File: src/rtl/btn_pkg.sv
// btn_pkg: shared state encoding and debounce length defaults for the button conditioner
package btn_pkg;

    typedef enum logic [1:0] {IDLE_LOW, WAIT_HIGH, IDLE_HIGH, WAIT_LOW} btn_state_t;

    localparam int DEBOUNCE_SIM   = 10;
    localparam int DEBOUNCE_BOARD = 1_000_000;

endpackage

File: src/rtl/btn_debounce_ch.sv
// btn_debounce_ch: one button channel (2-flop synchronizer, debounce FSM, saturating counter,
// optional auto-repeat enabled by BTN_AUTO_REPEAT_EN)
module btn_debounce_ch
    import btn_pkg::*;
#(
    parameter int DEBOUNCE_CYCLES = DEBOUNCE_SIM,
    parameter int REPEAT_DELAY    = 20,
    parameter int REPEAT_PERIOD   = 5
) (
    input  logic clk,
    input  logic rst_n,
    input  logic btn_in,
    output logic btn_level,
    output logic btn_press,
    output logic btn_release
);

    localparam int             CW       = $clog2(DEBOUNCE_CYCLES + 1);
    localparam logic [CW-1:0]  CNT_LAST = CW'(DEBOUNCE_CYCLES - 1);
    localparam logic [CW-1:0]  CNT_MAX  = CW'(DEBOUNCE_CYCLES);

    logic          s1_q, s2_q;
    btn_state_t    state_q, state_d;
    logic [CW-1:0] cnt_q, cnt_d;
    logic          level_q, level_d;
    logic          press_q, press_d;
    logic          release_q, release_d;
    logic          rpt_fire;

    // two-flop synchronizer; the FSM only ever looks at s2_q
    always_ff @(posedge clk or negedge rst_n) begin
        if (!rst_n) begin
            s1_q <= 1'b0;
            s2_q <= 1'b0;
        end else begin
            s1_q <= btn_in;
            s2_q <= s1_q;
        end
    end

`ifdef BTN_AUTO_REPEAT_EN
    localparam int             RW         = $clog2(REPEAT_DELAY + 1);
    localparam logic [RW-1:0]  RPT_LAST   = RW'(REPEAT_DELAY - 1);
    localparam logic [RW-1:0]  RPT_RELOAD = RW'(REPEAT_DELAY - REPEAT_PERIOD);

    logic [RW-1:0] rpt_q, rpt_d;

    // hold timer: counts only while held in IDLE_HIGH, reloads after each repeat pulse
    always_comb begin
        rpt_d    = '0;
        rpt_fire = 1'b0;
        if (state_q == IDLE_HIGH && s2_q) begin
            rpt_fire = (rpt_q == RPT_LAST);
            rpt_d    = rpt_fire ? RPT_RELOAD : rpt_q + 1'b1;
        end
    end

    // repeat counter register
    always_ff @(posedge clk or negedge rst_n) begin
        if (!rst_n) rpt_q <= '0;
        else        rpt_q <= rpt_d;
    end
`else
    assign rpt_fire = 1'b0;
`endif

    // debounce FSM: a change is accepted after DEBOUNCE_CYCLES consecutive stable samples
    always_comb begin
        state_d   = state_q;
        cnt_d     = '0;
        level_d   = level_q;
        press_d   = rpt_fire;
        release_d = 1'b0;
        case (state_q)
            IDLE_LOW: begin
                if (s2_q) begin
                    state_d = WAIT_HIGH;
                    cnt_d   = CW'(1);
                end
            end
            WAIT_HIGH: begin
                if (!s2_q) begin
                    state_d = IDLE_LOW;
                end else if (cnt_q >= CNT_LAST) begin
                    state_d = IDLE_HIGH;
                    level_d = 1'b1;
                    press_d = 1'b1;
                end else begin
                    cnt_d = (cnt_q == CNT_MAX) ? cnt_q : cnt_q + 1'b1;
                end
            end
            IDLE_HIGH: begin
                if (!s2_q) begin
                    state_d = WAIT_LOW;
                    cnt_d   = CW'(1);
                end
            end
            WAIT_LOW: begin
                if (s2_q) begin
                    state_d = IDLE_HIGH;
                end else if (cnt_q >= CNT_LAST) begin
                    state_d   = IDLE_LOW;
                    level_d   = 1'b0;
                    release_d = 1'b1;
                end else begin
                    cnt_d = (cnt_q == CNT_MAX) ? cnt_q : cnt_q + 1'b1;
                end
            end
            default: state_d = IDLE_LOW;
        endcase
    end

    // FSM state, counter and registered outputs
    always_ff @(posedge clk or negedge rst_n) begin
        if (!rst_n) begin
            state_q   <= IDLE_LOW;
            cnt_q     <= '0;
            level_q   <= 1'b0;
            press_q   <= 1'b0;
            release_q <= 1'b0;
        end else begin
            state_q   <= state_d;
            cnt_q     <= cnt_d;
            level_q   <= level_d;
            press_q   <= press_d;
            release_q <= release_d;
        end
    end

    assign btn_level   = level_q;
    assign btn_press   = press_q;
    assign btn_release = release_q;

endmodule

File: src/rtl/btn_debounce.sv
// btn_debounce: N_BTN independent debounced button channels with level and press/release pulses
// (auto-repeat on held buttons when BTN_AUTO_REPEAT_EN is defined)
module btn_debounce
    import btn_pkg::*;
#(
    parameter int N_BTN           = 5,
    parameter int DEBOUNCE_CYCLES = DEBOUNCE_SIM,
    parameter int REPEAT_DELAY    = 20,
    parameter int REPEAT_PERIOD   = 5
) (
    input  logic             clk,
    input  logic             rst_n,
    input  logic [N_BTN-1:0] btn_in,
    output logic [N_BTN-1:0] btn_level,
    output logic [N_BTN-1:0] btn_press,
    output logic [N_BTN-1:0] btn_release
);

    for (genvar g = 0; g < N_BTN; g++) begin : g_ch
        btn_debounce_ch #(
            .DEBOUNCE_CYCLES(DEBOUNCE_CYCLES),
            .REPEAT_DELAY   (REPEAT_DELAY),
            .REPEAT_PERIOD  (REPEAT_PERIOD)
        ) u_ch (
            .clk        (clk),
            .rst_n      (rst_n),
            .btn_in     (btn_in[g]),
            .btn_level  (btn_level[g]),
            .btn_press  (btn_press[g]),
            .btn_release(btn_release[g])
        );
    end

endmodule

File: config.mk
export PLATFORM = sky130hd
export DESIGN_NAME = btn_debounce
export DESIGN_NICKNAME = d
export VERILOG_FILES = /design/src/rtl/btn_pkg.sv /design/src/rtl/btn_debounce_ch.sv /design/src/rtl/btn_debounce.sv
export SDC_FILE = /design/constraint.sdc
export NUM_CORES = 1
export LEC_CHECK = 0
export CORE_MARGIN = 2
export CORE_UTILIZATION = 35
export CTS_CLUSTER_SIZE = 24
export DETAILED_ROUTE_END_ITERATION = 6
export PLACE_DENSITY_LB_ADDON = 0.2
export SYNTH_ARGS = -nofsm -noshare
export SYNTH_HDL_FRONTEND = slang
export SYNTH_SLANG_ARGS = --single-unit
File: constraint.sdc
create_clock -name clk -period 3.2 [get_ports clk]
set_clock_uncertainty 0.1 [all_clocks]
set_input_delay 0.48 -clock clk [delete_from_list [all_inputs] [get_ports clk]]
set_output_delay 0.48 -clock clk [all_outputs]
set_load 0.01 [all_outputs]
==> flow_summary_export.csv <==
group,metric,value,unit
run_status,status,"finished, final reports clean",
setup_path,crit_chain,"inv_1 > ha_1 > nor3b_1 > nor2_1 > a311o_1",
power_and_ir_drop,total_leakage_power,1.317,nW
place,gp_congestion,0.7349,
logic_synthesis,synthDistinctLibCells,31,
timing,timing.setup.tns,0,ns
logic_synthesis,synth_edf_count,0,
timing,layout_min_cycle_time,1.889,ns
hold_path,hold_path_class,"in2async",
logic_synthesis,synthArstFlopShare,1.000,
routing,ant_nets,0,
cells_and_area,final_nets,274,
clock_tree,cts_tree,"built",
logic_synthesis,synth_area,0.002621,mm²
grt,grt_pass1_wl,7093,µm
clock_tree,ctsResizeCount,0,
place,dp_slack,1.311,ns
clock_tree,insertion_delay,0.30,ns
setup_path,rr_worst_depth,5,
logic_synthesis,synth-main-ff-cell,"dfrtp_1",
clock_tree,cts_hold_buf,0,
cells_and_area,final.fill_count,729,
setup_path,cp.arrival,1.98,ns
timing,finalHoldViolCount,0,
timing,relSlewSlack,0.5684,
logic_synthesis,synth_nets,260,
clock_tree,cts.sinks,55,
cells_and_area,syn_to_final_growth,14.22,%
setup_path,path_class,"reg2reg",
timing,setup_viol,0,
place,hpwlAfterDp,2861,µm
setup_path,required,3.29,ns
timing,fmax,0.5293,GHz
routing,vias_per_cell,4.522,
power_and_ir_drop,p_per_area,449.2,mW/mm²
grt,grt_max_degree,29,
setup_path,start_kind,"register",
logic_synthesis,avgSynthCellArea,11.25,µm²
floorplan,die_w,90.54,µm
logic_synthesis,synth_cells,233,
floorplan,die-area,0.008197,mm²
floorplan,rows,31,
routing,firstDrtPassIters,4,
grt,grt_util_all_layers,0.1050,
routing,vias,1569,
grt,overflow,0,
routing,wl,3920,µm
clock_tree,cts_buffers,5,
cells_and_area,regArea,0.001376,mm²
setup_path,critPathMaxFanout,5,
setup_path,slowest_delay,0.44,ns
routing,drtIter0Drc,60,
grt,grt_pass1_vias,1594,
clock_tree,htreeDepth,2,
routing,remaining_drc_errors,0,
logic_synthesis,synth_seq_cells,55,
clock_tree,clk_pin_slew,0.10,ns
floorplan,core,0.007253,mm²
cells_and_area,drive_above_1_share,0.07661,
clock_tree,cts-root-buf,"clkbuf_8",
timing,fin_crit_sh,0.5904,
cells_and_area,post-route-util,0.4128,
timing,finalMaxSlewViolations,0,
setup_path,crit_slowest_cell,"dfrtp_1",
logic_synthesis,yosysSeqAreaShare,0.5251,
floorplan,ios,22,
routing,wl_per_cell,11.30,µm
place,io_buffers,21,
timing,rsz0062_at_grt,"false",
timing,tightest_slew,0.6474,ns
run,cap_violations,0,
cells_and_area,diodes,0,
cells_and_area,multi_input_area,0.001027,mm²
clock_tree,clockBufferDepth,2,
grt,antenna_found_initial,0,
logic_synthesis,ys_warn_count,0,
power_and_ir_drop,ir_worst_vdd,0.2427,mV
floorplan,initial_core_util,0.3614,
setup_path,cp-end-kind,"register",
floorplan,die_h,90.54,µm
timing,layout_setup_ws,1.311,ns
clock_tree,cts_setup_buffers,0,
==> critical path, delay by kind of cell, from the launching register on <==
kind | cells | cell delay [ns]
flip-flops | 1 | 0.44
buffers and inverters | 1 | 0.11
AO/OA/AOI/OAI | 1 | 0.38
adder cells (fa/ha/maj) | 1 | 0.15
AND/OR/NAND/NOR | 2 | 0.60
==> path summary, 6_finish.rpt <==
check | slack [ns] | to | start
worst max-delay path | 1.31 | g_ch[0].u_ch.btn_level | g_ch[0].u_ch.cnt_q[0]
worst min-delay path | 0.09 | g_ch[0].u_ch.cnt_q[3] | rst_n
worst max register to register | 1.31 | g_ch[0].u_ch.btn_level | g_ch[0].u_ch.cnt_q[0]
worst min register to register | 0.25 | g_ch[3].u_ch.s2_q | g_ch[3].u_ch.s1_q
max in group asynchronous | 2.34 | g_ch[4].u_ch.btn_level | rst_n
min in group clk | 0.25 | g_ch[3].u_ch.s2_q | g_ch[3].u_ch.s1_q
==> cell usage in the layout, fill, tap and decap left out, types with 6 or more instances in the layout <==
cell and count:
clkdlybuf4s50_1 20, dfrtp_1 55, ha_1 20, inv_1 28, nand2_1 9, nand3_1 6, nand3b_1 10, nor2_1 19
nor3b_1 6, xnor2_1 10
==> state kept, by name, indices dropped and copies added, names as in the netlist, named ones only <==
register and count:
g_ch.u_ch.state_q 5, g_ch.u_ch.btn_press 5, g_ch.u_ch.s1_q 5, g_ch.u_ch.cnt_q 20, g_ch.u_ch.btn_release 5, g_ch.u_ch.btn_level 5, g_ch.u_ch.s2_q 5
==> cell usage after synthesis, types with 4 or more instances <==
cell type  count  area (µm²)
dfrtp_1       55        1376
inv_1         28       105.1
ha_1          20       250.2
nor2_1        19       71.32
buf_4         15       112.6
nand3b_1      10       75.07
xnor2_1       10       87.58
nand2_1        9       33.78
nand3_1        6       30.03
nor3b_1        6       45.04
a211oi_1       5       37.54
a21oi_1        5       25.02
mux2_2         5       56.30
nor2b_1        5       31.28
xor2_1         5       43.79
nand2b_1       4       25.02
o211ai_1       4       30.03
==> layer usage <==
metal,part of all wire,vias up,GRT usage
met4,0.013,0,0.03462
met3,0.039,6,0.02838
met5,0,-,0
met1,0.49,752,0.1375
li1,-,788,-
met2,0.46,23,0.1685
==> per-stage QoR <==
step | std cells | cell area (µm²) | hold WS, ns | power (mW)
2_1_floorplan | 233 | 2621 | 0.08441 | 0.7889
3_3_place_gp | 339 | 2858 | 0.2326 | 0.8266
3_5_place_dp | 339 | 2858 | 0.2358 | 0.8276
4_1_cts | 347 | 2994 | 0.1104 | 1.372
5_1_grt | 347 | 2994 | 0.1333 | 1.411
6_report | 347 | 2994 | 0.09434 | 1.345
==> cells by family after synthesis <==
kind of cell | synth area share
AND/OR/NAND/NOR | 0.1508
flip-flops | 0.5251
buffers and inverters | 0.08306
AO/OA/AOI/OAI | 0.07399
adder cells (fa/ha/maj) | 0.09547
XOR/XNOR | 0.05012
multiplexers | 0.02148
==> report_power, final <==
| part | switching [mW] | internal (mW) | leakage, nW |
|---|---|---|---|
| Combinational | 0.0454 | 0.0337 | 0.551 |
| Sequential | 0.0196 | 0.712 | 0.701 |
| Clock | 0.222 | 0.312 | 0.0644 |
==> layout make-up <==
type | count | share of cell area
Clock buffer | 5 | 0.02298
Clock inverter | 3 | 0.02257
Inverter | 28 | 0.03510
Multi-Input combinational cell | 135 | 0.3431
Sequential cell | 55 | 0.4597
Tap cell | 99 | 0.04137
Timing Repair Buffer | 22 | 0.07522
No activity file was read; power rests on OpenSTA's default activity.
